===== src/rtl/fifo_pkg.sv =====
// fifo_pkg: shared constants and types for the FIFO read-side stage.
package fifo_pkg;

    // Skid buffer depth; also the bound on words buffered plus in flight.
    localparam int SKID_DEPTH = 2;

    // Default data width of RAM read data and the output stream.
    localparam int DEFAULT_DW = 8;

    // Skid-buffer occupancy, 0..SKID_DEPTH.
    typedef logic [1:0] cnt_t;

endpackage


===== src/rtl/fifo_skid_buf.sv =====
// fifo_skid_buf: 2-entry buffer catching RAM read data and presenting it first-word-fall-through.
module fifo_skid_buf
    import fifo_pkg::*;
#(
    parameter int DW = DEFAULT_DW
) (
    input  logic          i_clk,
    input  logic          i_rstn,
    input  logic          push,
    input  logic          pop,
    input  logic [DW-1:0] din,
    output logic [DW-1:0] dout,
    output logic          valid,
    output cnt_t          cnt
);

    logic [DW-1:0] mem [SKID_DEPTH];
    logic          head;
    logic          tail;

    // Write is unconditional on push: the issue logic upstream guarantees room.
    always_ff @(posedge i_clk or negedge i_rstn) begin
        if (!i_rstn) begin
            mem[0] <= '0;
            mem[1] <= '0;
            head   <= 1'b0;
            tail   <= 1'b0;
            cnt    <= '0;
        end else begin
            if (push) begin
                mem[tail] <= din;
                tail      <= ~tail;
            end
            if (pop)
                head <= ~head;
            cnt <= cnt_t'(cnt + cnt_t'(push) - cnt_t'(pop));
        end
    end

    assign valid = (cnt != '0);
    assign dout  = mem[head];

endmodule


===== src/rtl/fifo_rd_stage.sv =====
// fifo_rd_stage: issues reads to the FIFO controller and streams RAM data out as valid/ready.
// Optional macro FIFO_RD_STAGE_FV_EN compiles in embedded assertions and covers.
module fifo_rd_stage
    import fifo_pkg::*;
#(
    parameter int DW = DEFAULT_DW
) (
    input  logic          i_clk,
    input  logic          i_rstn,
    input  logic          i_empty,
    output logic          o_rd,
    input  logic [DW-1:0] i_rdata,
    output logic          o_valid,
    output logic [DW-1:0] o_data,
    input  logic          i_ready
);

    logic       inflight;
    logic       pop;
    cnt_t       cnt;
    logic [2:0] occ;

    fifo_skid_buf #(.DW(DW)) u_buf (
        .i_clk  (i_clk),
        .i_rstn (i_rstn),
        .push   (inflight),
        .pop    (pop),
        .din    (i_rdata),
        .dout   (o_data),
        .valid  (o_valid),
        .cnt    (cnt)
    );

    assign pop = o_valid && i_ready;

    // Occupancy after this cycle's capture and pop; a read is only safe if it still leaves room.
    always_comb begin
        occ  = 3'({1'b0, cnt}) + 3'(inflight) - 3'(pop);
        o_rd = i_rstn && !i_empty && (occ < 3'(SKID_DEPTH));
    end

    // RAM data for a strobe arrives one cycle later; remember that it is coming.
    always_ff @(posedge i_clk or negedge i_rstn) begin
        if (!i_rstn)
            inflight <= 1'b0;
        else
            inflight <= o_rd;
    end

`ifdef FIFO_RD_STAGE_FV_EN
    a_rd_not_empty : assert property (@(posedge i_clk) disable iff (!i_rstn) o_rd |-> !i_empty);
    a_cnt_bound    : assert property (@(posedge i_clk) disable iff (!i_rstn) cnt <= cnt_t'(SKID_DEPTH));
    a_stall_hold   : assert property (@(posedge i_clk) disable iff (!i_rstn)
                                      (o_valid && !i_ready) |=> (o_valid && $stable(o_data)));
    c_cnt_full     : cover property (@(posedge i_clk) disable iff (!i_rstn) cnt == cnt_t'(SKID_DEPTH));
    c_pop_run      : cover property (@(posedge i_clk) disable iff (!i_rstn) pop [*4]);
`endif

endmodule


===== config.mk =====
export PLATFORM = sky130hd
export DESIGN_NAME = fifo_rd_stage
export DESIGN_NICKNAME = d
export VERILOG_FILES = /design/src/rtl/fifo_pkg.sv /design/src/rtl/fifo_skid_buf.sv /design/src/rtl/fifo_rd_stage.sv
export SDC_FILE = /design/constraint.sdc
export NUM_CORES = 1
export LEC_CHECK = 0
export ABC_AREA = 1
export CORE_MARGIN = 2
export CORE_UTILIZATION = 45
export DETAILED_ROUTE_END_ITERATION = 7
export GPL_TIMING_DRIVEN = 0
export MAX_ROUTING_LAYER = met4
export PLACE_DENSITY = 0.72
export SETUP_SLACK_MARGIN = 0.4
export SYNTH_ARGS = -nofsm -noshare
export SYNTH_HDL_FRONTEND = slang
export SYNTH_SLANG_ARGS = --single-unit

===== constraint.sdc =====
create_clock -name i_clk -period 3.55 [get_ports i_clk]
set_input_delay 0.8875 -clock i_clk [delete_from_list [all_inputs] [get_ports i_clk]]
set_output_delay 0.8875 -clock i_clk [all_outputs]
set_load 0.01 [all_outputs]

==> results.ini, run 1 <==
[run_status]
status=finished, final reports clean

[run]
drv_cap=0

[synth]
synth_most_common_cell=nand2_1
synth-edff-count=0
synth_cell_type_count=17
synth_top_area_share_pct=51.0
ys.flop_type=dfrtp_1
yosysSeqAreaShare_pct=51.0
synth_common_cells=nand2_1, dfrtp_1, o21ai_2
syn_nets=125
syn-cell-area_mm2=0.00103
yosysWarnings=0
synth_area_leaders=dfrtp_1, nand2_1, o21ai_2, inv_1, nand2_2
syn_avg_cell_area_um2=9.36
syn_inst=110
yosys.area.top_type=dfrtp_1
ys_ff_latch=21
async_reset_ff_share_pct=100

[layout]
fin_nets=154
final_layout_size_suffix_gt1_share_pct=30.4
syn_to_final_growth_pct=32.2
diodes=0

[timing]
relSlewSlack_pct=36.0
clock.fmax_mhz=297
setup_violations=0
finClkSkew_ns=0.00970
min_period_ns=3.37
whs_ns=0.494
slew_violations=0
rsz0062_at_grt=true
hold_violations=0
period_share_pct=94.9
tns_ns=0
setup_ws_ns=0.182
worstMarginPinSlew_ns=0.960

[routing]
ant_nets=0
avgRoutedWirePerCell_um=11.9
drt_wl_total_um=1980
first_pass_iters=4
drt_iter0_drc=12
drc_errors=0
via_per_inst=4.66
num_vias=774

[pwr]
p_sw_share_pct=39.1
p_int_w=0.000743
combPwrFrac_pct=53.9
p_clk_share_pct=9.7
p_switching_w=0.000476
power_leakage_nw=0.677
pwr-share-seq_pct=36.4
ir_drop_mv=0.497
p_per_area_mw_per_mm2=896
finalPower_w=0.00122

[global_route]
antenna_found_initial=0
grt_pass1_wl_um=3380
grt_pass1_vias=735
overflow=0
grt_usage_pct=17.8
grt_max_degree=23

[critical_path]
arrival_ns=2.48
critPathRequiredTime_ns=2.66
end_kind=output pin
critPathKind=input port to output pin
timing.critical_path.from_type=input port
worstPathMaxFanout=2

[hold_path]
hold_class=flip-flop to flip-flop

[clock_network]
cts-buffers-inserted=3
clk_pin_slew_worst_paths_ns=0.11
cts_max_level=1
clock_latency_ns=0.31
root_buffer=clkbuf_4
postCtsHoldBufs=0
clock_path_buffers=2
cts_tree=yes
clkSinkCount=21

[floorplan]
num_rows=17
die_area_mm2=0.00269
die_width_um=51.8
start_util_pct=47.0
die_h_um=51.8
ios=22
core_region_area_mm2=0.00219

[placed_design]
port_buffers=21
place.detailed.hpwl_um=1340
gp_congestion=0.683
pre_cts_ws_ns=-0.688

-- sequential cells by signal (all words and copies together), names as in the netlist --
name / cells
inflight: 1
u_buf.cnt: 2
u_buf.mem: 16
u_buf.tail: 1
u_buf.head: 1
-- metal layers --
layer / share of wire [%] / vias up / GRT usage [%]
li1: - / 388 / -
met1: 48 / 368 / 23.6
met2: 48 / 16 / 27.0
met3: 3.4 / 2 / 2.87
met4: 0.55 / 0 / 7.89
met5: 0 / - / -
-- power groups by stage --
stage	Clock (W)	Combinational [W]	Sequential, W
2_1_floorplan	0	0.000384	0.000425
3_3_place_gp	0	0.000597	0.000434
3_5_place_dp	0	0.000618	0.000440
4_1_cts	0.000120	0.000617	0.000438
5_1_grt	0.000127	0.000739	0.000457
6_report	0.000118	0.000657	0.000444
-- area by class of cell --
| class | count | area, µm² |
|---|---|---|
| repair buffers | 24 | 231 |
| plain buffers | 3 | 36.3 |
| inverters | 16 | 60.1 |
| clock buffers | 4 | 26.3 |
| multi-input cells | 70 | 447 |
| well taps | 28 | 35.0 |
| fillers | 184 | 830 |
| flip-flops and latches | 21 | 526 |
-- repair_timing --
| action | CTS | global route |
|---|---|---|
| pin swaps | 3 | 3 |
| setup endpoints to repair | 1 | 1 |
| cloned | 0 | 0 |
| endpoints found under the hold margin | 0 | 0 |
| buffers inserted | 1 | 2 |
| resized for setup | 12 | 7 |
-- worst max-delay path, cell delays in order --
cell,delay (ns)
buf_8,0.10
o21ai_4,0.05
inv_2,0.06
ha_4,0.26
inv_2,0.04
ha_4,0.14
fa_1,0.46
inv_1,0.07
nand3b_1,0.09
nor2_2,0.17
buf_2,0.14
-- worst paths after layout --
check | start | endpoint | slack (ns) | cells after the start
max reg2reg | u_buf.cnt[1]$_DFF_PN0_ | inflight$_DFF_PN0_ | 1.55 | 9
min in group asynchronous | i_rstn | u_buf.mem[13]$_DFFE_PN0P_ | 0.83 | 1
max in group asynchronous | i_rstn | u_buf.cnt[1]$_DFF_PN0_ | 2.13 | 1
min reg2reg | u_buf.mem[0]$_DFFE_PN0P_ | u_buf.mem[0]$_DFFE_PN0P_ | 0.49 | 2
max | i_ready | o_rd | 0.18 | 11
min | u_buf.mem[0]$_DFFE_PN0P_ | u_buf.mem[0]$_DFFE_PN0P_ | 0.49 | 2
-- logic make-up (layout without fill, tap and decap cells) --
family                     count (synthesis)  in the layout  synth area share, %
and+or+nand+nor                           48             48                 19.4
DFF                                       21             21                 51.0
adders and majority gates                  3              3                 4.37
xor gates and xnor gates                   2              2                 1.70
AOI/OAI and AO/OA                         17             17                 14.1
buffers and inverters                     19             47                 9.36
-- cell usage in the layout (no fill, tap or decap) --
master            n
inv_1            11
clkbuf_4          3
fa_1              1
buf_6             1
dlygate4sd2_1     1
nand3b_1          1
nor2_2            1
buf_4             3
ha_4              2
o21ai_2          16
nand2_1          39
clkbuf_1          1
inv_2             5
buf_8             1
xnor2_1           1
nand3_1           1
clkdlybuf4s50_1  18
dfrtp_1          21
buf_2             2
xor2_1            1
o21ai_4           1
nand2_2           6
buf_12            1
-- through the flow --
| stage | instance area [µm²] | std cells | util, % |
|---|---|---|---|
| 2_1_floorplan | 1030 | 110 | - |
| 3_3_place_gp | 1270 | 159 | 58.2 |
| 3_5_place_dp | 1270 | 159 | 58.2 |
| 4_1_cts | 1310 | 164 | 59.8 |
| 5_1_grt | 1360 | 166 | 62.1 |
| 6_report | 1360 | 166 | 62.1 |
Note: power is estimated with default switching activity, not from simulation.
==> run 2, diff against run 1 <==
--- a/config.mk
+++ b/config.mk
@@ -8,11 +8,13 @@
 export ABC_AREA = 1
 export CORE_MARGIN = 2
 export CORE_UTILIZATION = 45
+export CTS_CLUSTER_DIAMETER = 120
 export DETAILED_ROUTE_END_ITERATION = 7
 export GPL_TIMING_DRIVEN = 0
 export MAX_ROUTING_LAYER = met4
-export PLACE_DENSITY = 0.72
+export PLACE_DENSITY = 0.71
 export SETUP_SLACK_MARGIN = 0.4
 export SYNTH_ARGS = -nofsm -noshare
 export SYNTH_HDL_FRONTEND = slang
+export SYNTH_HIERARCHICAL = 1
 export SYNTH_SLANG_ARGS = --single-unit
==> run 2 against run 1 <==
  * Fmax is 6.8% higher
  * Flip-flop and latch count is the same
  * Via count grew 12%
  * Register-to-register slack lost 0.14 ns
  * Wire length up 8.1%
  * Sequential power decreased by 3%
  * First-iteration DRC count grew 17%
  * Final area increased by 2.9%
  * Setup slack improved by 0.22 ns
  * Hold slack got worse by 0.0022 ns
  * Global-route usage grew 1.5 points
  * Clock-buffer cell count is the same
  * Critical path type unchanged
==> results.ini, run 2 <==
[clock_network]
cts_max_level=1
cts-buffers-inserted=3
postCtsHoldBufs=0
clkSinkCount=21
cts_tree=yes
clk_pin_slew_worst_paths_ns=0.11
clock_latency_ns=0.30
clock_path_buffers=2
root_buffer=clkbuf_4

[synth]
syn-cell-area_mm2=0.00109
synth_fa_ha_area_share_pct=5.30
ys_ff_latch=21
synth_top_family_by_area=simple AND/OR/NAND/NOR gates
yosysSeqAreaShare_pct=48.4
syn_nets=140
synth_most_common_cell=nand2_1
synth-simple-area-share_pct=16.6
synth_area_leaders=dfrtp_1, o21ai_2, nand2_1, inv_1, o21ai_0
syn_avg_cell_area_um2=8.76
synth_cell_type_count=17
synth-edff-count=0
synth_top_area_share_pct=48.4
synth_compound_area_share_pct=16.2
synthMuxAreaShare_pct=0
ys.flop_type=dfrtp_1
async_reset_ff_share_pct=100
syn_inst=124
yosys.area.top_type=dfrtp_1
yosysWarnings=6
synth_xor_area_share_pct=0.806
synth_common_cells=nand2_1, inv_1, dfrtp_1

[routing]
ant_nets=0
first_pass_iters=4
drc_errors=0
avgRoutedWirePerCell_um=11.8
drt_wl_total_um=2140
via_per_inst=4.75
num_vias=865
drt_iter0_drc=14

[global_route]
grt_usage_pct=19.3
use_met3_pct=4.24
grt_use_met1_pct=24.1
antenna_found_initial=0
use_met2_pct=30.4
busiest_layer=met2
grt_max_degree=23
overflow=0
grt_pass1_wl_um=3680
grt_pass1_vias=816

[timing]
hold_violations=0
slew_violations=0
rsz0062_at_grt=true
clock.fmax_mhz=317
setup_violations=0
relSlewSlack_pct=63.3
setup_ws_ns=0.398
worstMarginPinSlew_ns=0.550
period_share_pct=88.8
min_period_ns=3.15
finClkSkew_ns=0.0126
tns_ns=0

[layout]
reg_top3=u_buf/mem: 16 flops, u_buf/cnt: 2 flops
syn_to_final_growth_pct=29.0
finalCoreUtilization_pct=62.2
num-fill-cells=210
largest_reg_flops=16
regMostFlops=u_buf/mem
diodes=0
mostFrequentLayoutCell=nand2_1
fin_nets=171
stdcell_area_mm2=0.00140
final_cell_mix=nand2_1, inv_1, dfrtp_1
final_layout_size_suffix_gt1_share_pct=27.9

[placed_design]
port_buffers=21
place.detailed.hpwl_um=1410
pre_cts_ws_ns=-0.451
placed_area_mm2=0.00133
gp_congestion=0.733

[hold_path]
hp-start=u_buf/mem[10]$_DFFE_PN0P_
holdPathEnd=u_buf/mem[10]$_DFFE_PN0P_
hold_class=flip-flop to flip-flop
hold_depth=2

[critical_path]
critPathKind=input port to output pin
critPathRequiredTime_ns=2.66
worstPathMaxFanout=2
reg2regPathDepth=14
startpoint=i_ready
end_kind=output pin
reg2reg_to=inflight$_DFF_PN0_
regToRegStartpoint=u_buf/cnt[1]$_DFF_PN0_
arrival_ns=2.26
rrSetupSlack_ns=1.41
timing.critical_path.from_type=input port

[run_status]
status=finished, final reports clean

[pwr]
power_leakage_nw=0.734
p_switching_w=0.000481
p_int_w=0.000752
p_clk_share_pct=9.3
finalPower_w=0.00123
ir_drop_mv=0.470
p_sw_share_pct=39.0
p_per_area_mw_per_mm2=880
combPwrFrac_pct=55.9
pwr-share-seq_pct=34.8

[floorplan]
ios=22
start_util_pct=48.2
num_rows=17
die_width_um=53.1
die_area_mm2=0.00282
core_region_area_mm2=0.00225
die_h_um=53.1

[run]
drv_cap=0

==> run 2: cell count changes in the layout (fill, tap and decap cells not counted), moves of 2 or more <==
cell / delta
buf_2: +2
nand2_1: -7
ha_1: +2
buf_4: +2
inv_1: +14
inv_2: -2
o21ai_0: +8
==> run 2: cells by family (layout without fill, tap and decap cells) <==
logic type	Yosys count	count (layout)
compound gates	24	24
xor+xnor	1	1
fa+ha+maj	4	4
buf+inv	32	62
flops	21	21
simple gates	42	42
==> run 2: repair_timing <==
action / in CTS / in global routing
pin swaps: 5 / 2
gates resized for setup: 14 / 3
setup endpoints to repair: 1 / 1
buffers inserted: 5 / 0
==> run 2: metrics by stage <==
step	cells	hold WS (ns)
floorplan	124	0.455
CTS	182	0.496
global route	182	0.511
detailed placement	173	0.467
global placement	173	0.463
finish	182	0.492
==> run 2: per-layer routing <==
metal  vias to the layer above  routed length, µm
met2                        17               1030
met1                       411               1000
li1                        435                  -
met3                         2                 91
met4                         0                 14
met5                         -                  0
==> run 2: power by group through the flow <==
stage / combinational, W / sequential, W / clock, W
final: 0.000689 / 0.000429 / 0.000115
after global routing: 0.000778 / 0.000442 / 0.000135
after CTS: 0.000686 / 0.000429 / 0.000119
after detailed placement: 0.000635 / 0.000440 / 0
after global placement: 0.000619 / 0.000434 / 0
after floorplan: 0.000399 / 0.000424 / 0
==> run 2: worst max-delay path, stage by stage <==
cell	delay, ns
buf_2	0.10
nand2_2	0.06
inv_2	0.05
ha_4	0.20
inv_2	0.05
nand2_2	0.04
fa_1	0.49
nand3_1	0.08
nor2_2	0.16
buf_2	0.14
==> run 2: cell type report <==
type | instances | area, µm² | area share, %
buffer | 4 | 32.5 | 2.32
sequential | 21 | 527 | 37.6
inverter | 28 | 105 | 7.50
multi-input combinational | 71 | 443 | 31.6
tap | 28 | 35.0 | 2.50
timing repair buffer | 26 | 233 | 16.6
clock buffer | 4 | 26.3 | 1.88
==> run 2: how the worst max path moves through the flow <==
stage / end / slack, ns
after floorplan: o_rd / 0.58
final: o_rd / 0.40
after CTS: o_rd / 0.40
after global placement: o_rd / -0.44
after global routing: o_rd / 0.32
after detailed placement: o_rd / -0.45
